[src/rtl/alu_share_arbiter.sv]
// alu_share_arbiter: shares one combinational ALU between two requesters with
// round-robin grant, registered ALU operands and a valid/ready response channel.
module alu_share_arbiter #(
  parameter int DATA_W = 32,
  parameter int OP_W   = 4,
  parameter int PSW_W  = 4
) (
  input  logic              clk,
  input  logic              rst,
  input  logic              req0_valid,
  output logic              req0_ready,
  input  logic [DATA_W-1:0] req0_a,
  input  logic [DATA_W-1:0] req0_b,
  input  logic [OP_W-1:0]   req0_op,
  input  logic              req1_valid,
  output logic              req1_ready,
  input  logic [DATA_W-1:0] req1_a,
  input  logic [DATA_W-1:0] req1_b,
  input  logic [OP_W-1:0]   req1_op,
  output logic [DATA_W-1:0] alu_a,
  output logic [DATA_W-1:0] alu_b,
  output logic [OP_W-1:0]   alu_op,
  input  logic [DATA_W-1:0] alu_result,
  input  logic [PSW_W-1:0]  alu_psw,
  output logic              rsp_valid,
  input  logic              rsp_ready,
  output logic [DATA_W-1:0] rsp_result,
  output logic [PSW_W-1:0]  rsp_psw,
  output logic              rsp_id,
  output logic              busy
);

  typedef enum logic [1:0] {
    IDLE = 2'd0,
    EXEC = 2'd1,
    RESP = 2'd2
  } state_t;

  state_t             state_q, state_d;
  logic               ptr_q, ptr_d;
  logic [DATA_W-1:0]  a_q, a_d;
  logic [DATA_W-1:0]  b_q, b_d;
  logic [OP_W-1:0]    op_q, op_d;
  logic               id_q, id_d;
  logic               rsp_valid_q, rsp_valid_d;
  logic [DATA_W-1:0]  rsp_result_q, rsp_result_d;
  logic [PSW_W-1:0]   rsp_psw_q, rsp_psw_d;
  logic               grant_s;
  logic               accept_s;

  // Grant: a lone requester wins; on a tie the pointer names the winner.
  always_comb begin
    grant_s  = 1'b0;
    accept_s = 1'b0;
    if ((state_q == IDLE) && !rst) begin
      if (req0_valid && req1_valid) begin
        grant_s  = ptr_q;
        accept_s = 1'b1;
      end else if (req0_valid) begin
        grant_s  = 1'b0;
        accept_s = 1'b1;
      end else if (req1_valid) begin
        grant_s  = 1'b1;
        accept_s = 1'b1;
      end else begin
        grant_s  = 1'b0;
        accept_s = 1'b0;
      end
    end else begin
      grant_s  = 1'b0;
      accept_s = 1'b0;
    end
  end

  assign req0_ready = accept_s & ~grant_s;
  assign req1_ready = accept_s & grant_s;

  // Next state: latch the winner in IDLE, capture the ALU in EXEC, hold in RESP.
  always_comb begin
    state_d      = state_q;
    ptr_d        = ptr_q;
    a_d          = a_q;
    b_d          = b_q;
    op_d         = op_q;
    id_d         = id_q;
    rsp_valid_d  = rsp_valid_q;
    rsp_result_d = rsp_result_q;
    rsp_psw_d    = rsp_psw_q;
    case (state_q)
      IDLE: begin
        if (accept_s) begin
          a_d     = grant_s ? req1_a  : req0_a;
          b_d     = grant_s ? req1_b  : req0_b;
          op_d    = grant_s ? req1_op : req0_op;
          id_d    = grant_s;
          ptr_d   = ~grant_s;
          state_d = EXEC;
        end else begin
          state_d = IDLE;
        end
      end
      EXEC: begin
        rsp_result_d = alu_result;
        rsp_psw_d    = alu_psw;
        rsp_valid_d  = 1'b1;
        state_d      = RESP;
      end
      RESP: begin
        if (rsp_ready) begin
          rsp_valid_d = 1'b0;
          state_d     = IDLE;
        end else begin
          state_d = RESP;
        end
      end
      default: begin
        rsp_valid_d = 1'b0;
        state_d     = IDLE;
      end
    endcase
  end

  // State and datapath registers; reset discards any in-flight op.
  always_ff @(posedge clk) begin
    if (rst) begin
      state_q      <= IDLE;
      ptr_q        <= 1'b0;
      a_q          <= '0;
      b_q          <= '0;
      op_q         <= '0;
      id_q         <= 1'b0;
      rsp_valid_q  <= 1'b0;
      rsp_result_q <= '0;
      rsp_psw_q    <= '0;
    end else begin
      state_q      <= state_d;
      ptr_q        <= ptr_d;
      a_q          <= a_d;
      b_q          <= b_d;
      op_q         <= op_d;
      id_q         <= id_d;
      rsp_valid_q  <= rsp_valid_d;
      rsp_result_q <= rsp_result_d;
      rsp_psw_q    <= rsp_psw_d;
    end
  end

  assign alu_a      = a_q;
  assign alu_b      = b_q;
  assign alu_op     = op_q;
  assign rsp_valid  = rsp_valid_q;
  assign rsp_result = rsp_result_q;
  assign rsp_psw    = rsp_psw_q;
  assign rsp_id     = id_q;
  assign busy       = (state_q != IDLE);

endmodule

[config.mk]
export PLATFORM = sky130hd
export DESIGN_NAME = alu_share_arbiter
export DESIGN_NICKNAME = d
export VERILOG_FILES = /design/src/rtl/alu_share_arbiter.sv
export SDC_FILE = /design/constraint.sdc
export NUM_CORES = 1
export LEC_CHECK = 0
export ABC_CLOCK_PERIOD_IN_PS = 1600
export CORE_ASPECT_RATIO = 1.5
export CORE_MARGIN = 4
export CORE_UTILIZATION = 32
export DETAILED_ROUTE_END_ITERATION = 7
export GPL_ROUTABILITY_DRIVEN = 0
export PLACE_DENSITY = 0.8
export SLEW_MARGIN = 20
export SYNTH_ARGS = -nofsm -noshare
export SYNTH_HDL_FRONTEND = slang
export SYNTH_SLANG_ARGS = --single-unit
[constraint.sdc]
create_clock -name clk -period 1.6 [get_ports clk]
set_input_delay 0.32 -clock clk [delete_from_list [all_inputs] [get_ports clk]]
set_output_delay 0.32 -clock clk [all_outputs]
set_load 0.03 [all_outputs]
==> impl_metrics.py, run 1 <==
metrics = {
    "synth": {
        "synth.largest_area_cell": "dfxtp_1",
        "synth_edf_count": 0,
        "async_reset_ff_share_pct": 0,
        "synthTopCellsByCount": "nand2_1, dfxtp_1, nor3_1",
        "synth_fp_nets": 672,
        "syn_inst": 495,
        "netlist_area_um2": 4280,
        "ys_ff_latch": 109,
        "yosys_warnings": 0,
        "ys_types": 22,
        "netlist.area_leader.share_pct": 51.0,
        "ys_seq_area_share_pct": 51.0,
        "ys.flop_type": "dfxtp_1",
        "yosys-top-cells-area": "dfxtp_1, a221o_1, nand2_1",
        "syn_area_per_cell_um2": 8.65,
        "synth_most_common_cell": "nand2_1",
    },
    "setup_path": {
        "cp.required_ns": 1.28,
        "cp.depth": 3,
        "criticalPathCategory": "register to primary output",
        "cp_max_fo": 2,
        "rr_startpoint": "state_q[1]$_SDFF_PP0_",
        "arrival_ns": 1.44,
        "rr_worst_depth": 6,
        "startpoint_type": "register",
        "crit_path_end_kind": "primary output",
        "rr_endpoint": "alu_a[23]$_SDFFE_PP0P_",
        "cp_cell_sequence": "or3_4 -> nor3b_4 -> buf_6",
        "critical-path-top-delay-family": "simple AND/OR/NAND/NOR gates",
        "critPathSlowestCell": "or3_4",
        "critical_path_buf_inv_count": 1,
        "cpPeakStageDelay_ns": 0.41,
        "reg2reg_setup_slack_ns": 0.04,
    },
    "flow_run": {
        "drv_cap": 0,
    },
    "grt": {
        "antenna_found_initial": 0,
        "grt_pass1_wl_mm": 24.7,
        "grt_max_degree": 45,
        "gr-total-overflow": 0,
        "track_usage_pct": 20.2,
        "grt_pass1_vias": 5080,
    },
    "power_and_ir_drop": {
        "power_frac_comb_pct": 28.7,
        "seqPwrFrac_pct": 41.9,
        "total_power_w": 0.00743,
        "net-switching-power_w": 0.00236,
        "vdd.ir_drop.worst_mv": 0.662,
        "leakage_nw": 3.32,
        "pwr-share-clk_pct": 29.3,
        "p_int_w": 0.00507,
        "power_density_nw_per_um2": 974,
        "swShare_pct": 31.8,
    },
    "clock_tree": {
        "clock_path_buffers": 2,
        "tritoncts": "built",
        "clkLatencyLatePin_ns": 0.34,
        "h-tree-depth": 3,
        "holdBufCountCts": 0,
        "cts_made_buffers": 9,
        "cts.sink_count": 109,
        "path_clk_slew_ns": 0.08,
        "root_buffer": "clkbuf_16",
    },
    "place": {
        "hpwl_mm": 12.2,
        "port-buffer-count": 285,
        "placed_area_um2": 7350,
    },
    "sta": {
        "final_hold_viol_count": 0,
        "slew_headroom_pct": 69.9,
        "period_needed_ns": 1.76,
        "fin_tns_setup_ns": -0.209,
        "period_share_pct": 110,
        "rsz0062_at_grt": "true",
        "clock_skew_ns": 0.00778,
        "final_max_slew_viol_count": 0,
        "tightest_slew_ns": 0.452,
        "fmax_ghz": 0.567,
        "setup_violations": 2,
        "fin_ws_ns": -0.164,
    },
    "drt": {
        "drt_iter0_drc": 199,
        "wire_per_inst_um": 17.4,
        "drt_pass1_iterations": 4,
        "dr_total_vias": 4836,
        "via_per_inst": 5.21,
        "ant_nets": 0,
        "route.detailed.drc": 0,
        "routed_wl_mm": 16.2,
    },
    "outcome": {
        "status": "finished, violations left",
        "violations": "setup timing",
    },
    "final_layout": {
        "areaGrowthSynthToFinish_pct": 78.2,
        "final_core_util_pct": 58.3,
        "nets": 942,
        "diodes": 0,
        "drive_gt1_share_pct": 8.18,
        "final_area_um2": 7630,
    },
    "worst_hold_path": {
        "hold_end": "rsp_id$_SDFFE_PP0P_",
        "hold_depth": 1,
        "min_from": "rsp_id$_SDFFE_PP0P_",
        "hp-class": "register to register",
    },
    "die": {
        "placementRows": 51,
        "fp.coreArea_um2": 13100,
        "start_util_pct": 32.7,
        "die_w_um": 102,
        "die_area_um2": 15300,
        "pin_count": 286,
        "die-height_um": 150,
    },
}
==> how the worst max path moves through the flow <==
stage                                     start                endpoint  slack (ns)
final                     state_q[1]$_SDFF_PP0_              req1_ready       -0.16
after global routing      state_q[1]$_SDFF_PP0_              req1_ready       -0.21
after CTS                 state_q[1]$_SDFF_PP0_              req1_ready       -0.18
after detailed placement                    rst  alu_op[2]$_SDFFE_PP0P_       -0.47
after global placement                      rst              req1_ready       -0.42
after floorplan                             rst              req1_ready       -0.20
==> per-stage QoR <==
stage	hold slack [ns]	worst slack (ns)	cells
2_1_floorplan	0.456	-0.203	495
3_3_place_gp	0.436	-0.419	910
3_5_place_dp	0.443	-0.470	910
4_1_cts	0.456	-0.180	929
5_1_grt	0.478	-0.208	929
6_report	0.454	-0.164	929
==> timing repair <==
action                     CTS  global route
buffers inserted             3             0
gates resized for setup    118            11
pin swaps                    4             0
hold endpoints to repair     0             0
setup endpoints to repair  177            69
==> sequential cells by signal, summed over array words and instances (netlist names) <==
signal	count
alu_a	32
alu_b	32
rsp_result	32
alu_op	4
rsp_psw	4
state_q	2
ptr_q	1
rsp_id	1
rsp_valid	1
==> power groups by stage <==
stage	logic [W]	registers [W]	clock network [W]
4_1_cts	0.00214	0.00311	0.00223
2_1_floorplan	0.000614	0.00365	0
6_report	0.00214	0.00312	0.00218
3_3_place_gp	0.00223	0.00317	0
3_5_place_dp	0.00227	0.00318	0
5_1_grt	0.00227	0.00314	0.00232
==> cell families after synthesis <==
logic type | count (synthesis) | synth area share, %
simple gates | 224 | 22.5
buf+inv | 53 | 5.61
compound gates | 109 | 20.9
flops | 109 | 51.0
==> cell usage in the layout (no fill, tap or decap), types with 2 or more instances in the layout <==
| cell | synthesis | final |
|---|---|---|
| nor2_1 | 4 | 3 |
| clkinvlp_4 | 0 | 2 |
| nand2_1 | 141 | 141 |
| buf_12 | 0 | 6 |
| dlygate4sd2_1 | 0 | 107 |
| a221o_1 | 68 | 68 |
| nor3_1 | 70 | 61 |
| a21oi_1 | 38 | 38 |
| dfxtp_1 | 109 | 108 |
| clkbuf_16 | 0 | 9 |
| buf_4 | 2 | 16 |
| inv_8 | 0 | 2 |
| nor3_2 | 0 | 8 |
| buf_6 | 3 | 7 |
| clkdlybuf4s50_1 | 0 | 174 |
==> final cells by class <==
type	instances	area [µm²]
Tap cell	159	199
Clock buffer	10	239
Multi-Input combinational cell	333	1950
Clock inverter	6	55.1
Inverter	1	3.75
Sequential cell	109	2180
Timing Repair Buffer	311	3000
Fill cell	1154	5450
==> worst reg2reg max path: cells and delay by family (launching register included) <==
kind                   cells  cell delay [ns]
buffers and inverters      3             0.51
AOI/OAI and AO/OA          1             0.36
DFF                        1             0.33
and+or+nand+nor            2             0.24
==> routing by layer <==
layer / part of all wire [%] / wire length (µm) / vias up / global-route usage, %
li1: - / - / 2309 / -
met1: 37 / 5970 / 2239 / 21.8
met2: 51 / 8180 / 251 / 36.3
met3: 9.3 / 1500 / 37 / 6.34
met4: 3.1 / 499 / 0 / 7.03
met5: 0 / 0 / - / 0
(Power assumes the default switching activity.)
==> run 2, diff against run 1 <==
- ABC_CLOCK_PERIOD_IN_PS: 1600 -> 2200
- CORE_UTILIZATION: 32 -> 39
- PLACE_DENSITY: 0.8 -> 0.91
- clock period: 1.6 -> 2.2 ns (I/O delays scaled with it)
==> run 2 against run 1 <==
  * The flow now finishes without violations
  * Critical path depth rose by 1
  * Cell count down 2.8%
  * Hold slack worse by 0.040 ns
  * Register-to-register slack improved by 0.34 ns
  * Largest cell class unchanged
  * Largest power group unchanged
  * Highest routed layer unchanged
==> impl_metrics.py, run 2 (synthesized netlist as in run 1, its figures left out) <==
metrics = {
    "worst_hold_path": {
        "hold_end": "ptr_q$_SDFFE_PP0P_",
        "min_from": "req1_valid",
        "hold_depth": 2,
        "hp-class": "primary input to register",
    },
    "die": {
        "die_area_um2": 12800,
        "die-height_um": 136,
        "start_util_pct": 40.2,
        "pin_count": 286,
        "placementRows": 46,
        "fp.coreArea_um2": 10600,
        "die_w_um": 93.6,
    },
    "setup_path": {
        "startpoint_type": "primary input",
        "arrival_ns": 1.68,
        "crit_path_end_kind": "primary output",
        "reg2reg_setup_slack_ns": 0.38,
        "cp_max_fo": 2,
        "rr_endpoint": "alu_b[9]$_SDFFE_PP0P_",
        "critical-path-top-delay-family": "simple AND/OR/NAND/NOR gates",
        "critPathSlowestCell": "clkdlybuf4s50_1",
        "criticalPathCategory": "primary input to primary output",
        "critical_path_buf_inv_count": 2,
        "cpPeakStageDelay_ns": 0.43,
        "cp.required_ns": 1.76,
        "rr_worst_depth": 4,
        "cp_cell_sequence": "clkdlybuf4s50_1 -> or3_4 -> nor3b_4 -> buf_6",
        "startpoint": "rst",
        "rr_startpoint": "state_q[0]$_SDFF_PP0_",
    },
    "grt": {
        "gr-total-overflow": 0,
        "grt_pass1_wl_mm": 25.2,
        "grt_max_degree": 69,
        "antenna_found_initial": 0,
        "grt_pass1_vias": 5033,
        "track_usage_pct": 25.1,
    },
    "final_layout": {
        "final_common_cell": "clkdlybuf4s50_1",
        "diodes": 0,
        "nets": 931,
        "final_core_util_pct": 70.7,
        "drive_gt1_share_pct": 5.01,
        "final_cell_mix": "clkdlybuf4s50_1, nand2_1, dfxtp_1",
        "areaGrowthSynthToFinish_pct": 75.8,
        "nFillCells": 766,
    },
    "drt": {
        "dr_total_vias": 4925,
        "drt_pass1_iterations": 4,
        "wire_per_inst_um": 18.4,
        "drt_iter0_drc": 222,
        "routed_wl_mm": 16.6,
        "route.detailed.drc": 0,
        "via_per_inst": 5.45,
        "ant_nets": 0,
    },
    "sta": {
        "fmax_ghz": 0.472,
        "tightest_slew_ns": 0.739,
        "setup_violations": 0,
        "period_share_pct": 96.4,
        "final_hold_viol_count": 0,
        "rsz0062_at_grt": "false",
        "fin_hold_ws_ns": 0.414,
        "clock_skew_ns": 0.00630,
        "period_needed_ns": 2.12,
        "slew_headroom_pct": 50.7,
        "final_max_slew_viol_count": 0,
    },
    "clock_tree": {
        "clkLatencyLatePin_ns": 0.34,
        "holdBufCountCts": 0,
        "h-tree-depth": 3,
        "cts.sink_count": 109,
        "root_buffer": "clkbuf_16",
        "ctsResizeCount": 2,
        "path_clk_slew_ns": 0.07,
        "post_cts_buffers": 0,
        "cts_made_buffers": 9,
        "tritoncts": "built",
        "clock_path_buffers": 2,
    },
    "outcome": {
        "status": "finished clean",
    },
    "flow_run": {
        "drv_cap": 0,
    },
    "power_and_ir_drop": {
        "vdd.ir_drop.worst_mv": 0.474,
        "leakage_nw": 2.82,
        "power_density_nw_per_um2": 731,
    },
    "place": {
        "port-buffer-count": 285,
        "hpwl_mm": 12.5,
    },
}
## run 2: cell types whose count changed in the layout (fill, tap and decap cells not counted), moves of 2 or more
cell,delta
dlygate4sd2_1,-107
clkinv_2,+2
nor3_2,-8
buf_6,-6
buf_4,-2
buf_12,-4
clkbuf_1,+2
inv_8,-2
nor3_1,+9
clkdlybuf4s50_1,+108
## run 2: layout make-up
| cell class | instances | area, µm² | area share, % |
|---|---|---|---|
| clock inverter | 4 | 47.5 | 0.632 |
| tap | 144 | 180 | 2.39 |
| sequential | 109 | 2180 | 29.0 |
| multi-input combinational | 333 | 1880 | 25.0 |
| inverter | 1 | 3.75 | 0.0499 |
| clock buffer | 12 | 246 | 3.27 |
| timing repair buffer | 300 | 2980 | 39.6 |
## run 2: worst register-to-register path, delay by kind of cell, from the launching register on
kind | cells | cell delay [ns]
simple gates | 2 | 0.42
flops | 1 | 0.44
buf+inv | 1 | 0.54
compound gates | 1 | 0.31
## run 2: how the worst max path moves through the flow
stage	endpoint	cells past startpoint
floorplan	req1_ready	6
detailed placement	alu_b[18]$_SDFFE_PP0P_	6
finish	req1_ready	4
CTS	req1_ready	4
global route	req0_ready	5
global placement	req1_ready	4
## run 2: through the flow
step                      area, µm²  setup WS [ns]  setup TNS (ns)  instances  power [W]
after floorplan                4280          0.133               0        495    0.00310
after global placement         7230        -0.0453          -0.203        887    0.00389
after detailed placement       7230        -0.0480           -1.23        887    0.00393
after CTS                      7530         0.0742               0        903    0.00553
after global routing           7530         0.0487               0        903    0.00570
final                          7530         0.0803               0        903    0.00550
## run 2: per-layer routing
layer,track usage [%],vias to the layer above,routed length (µm)
li1,-,2282,-
met1,27.0,2291,6040
met2,43.8,289,8180
met3,6.92,63,1400
met4,14.3,0,961
met5,0,-,0
## run 2: report_power, final
| group | total [W] | switching, W | internal [W] |
|---|---|---|---|
| Sequential | 0.00228 | 0.000120 | 0.00216 |
| Clock | 0.00160 | 0.000692 | 0.000912 |
| Combinational | 0.00162 | 0.000838 | 0.000777 |
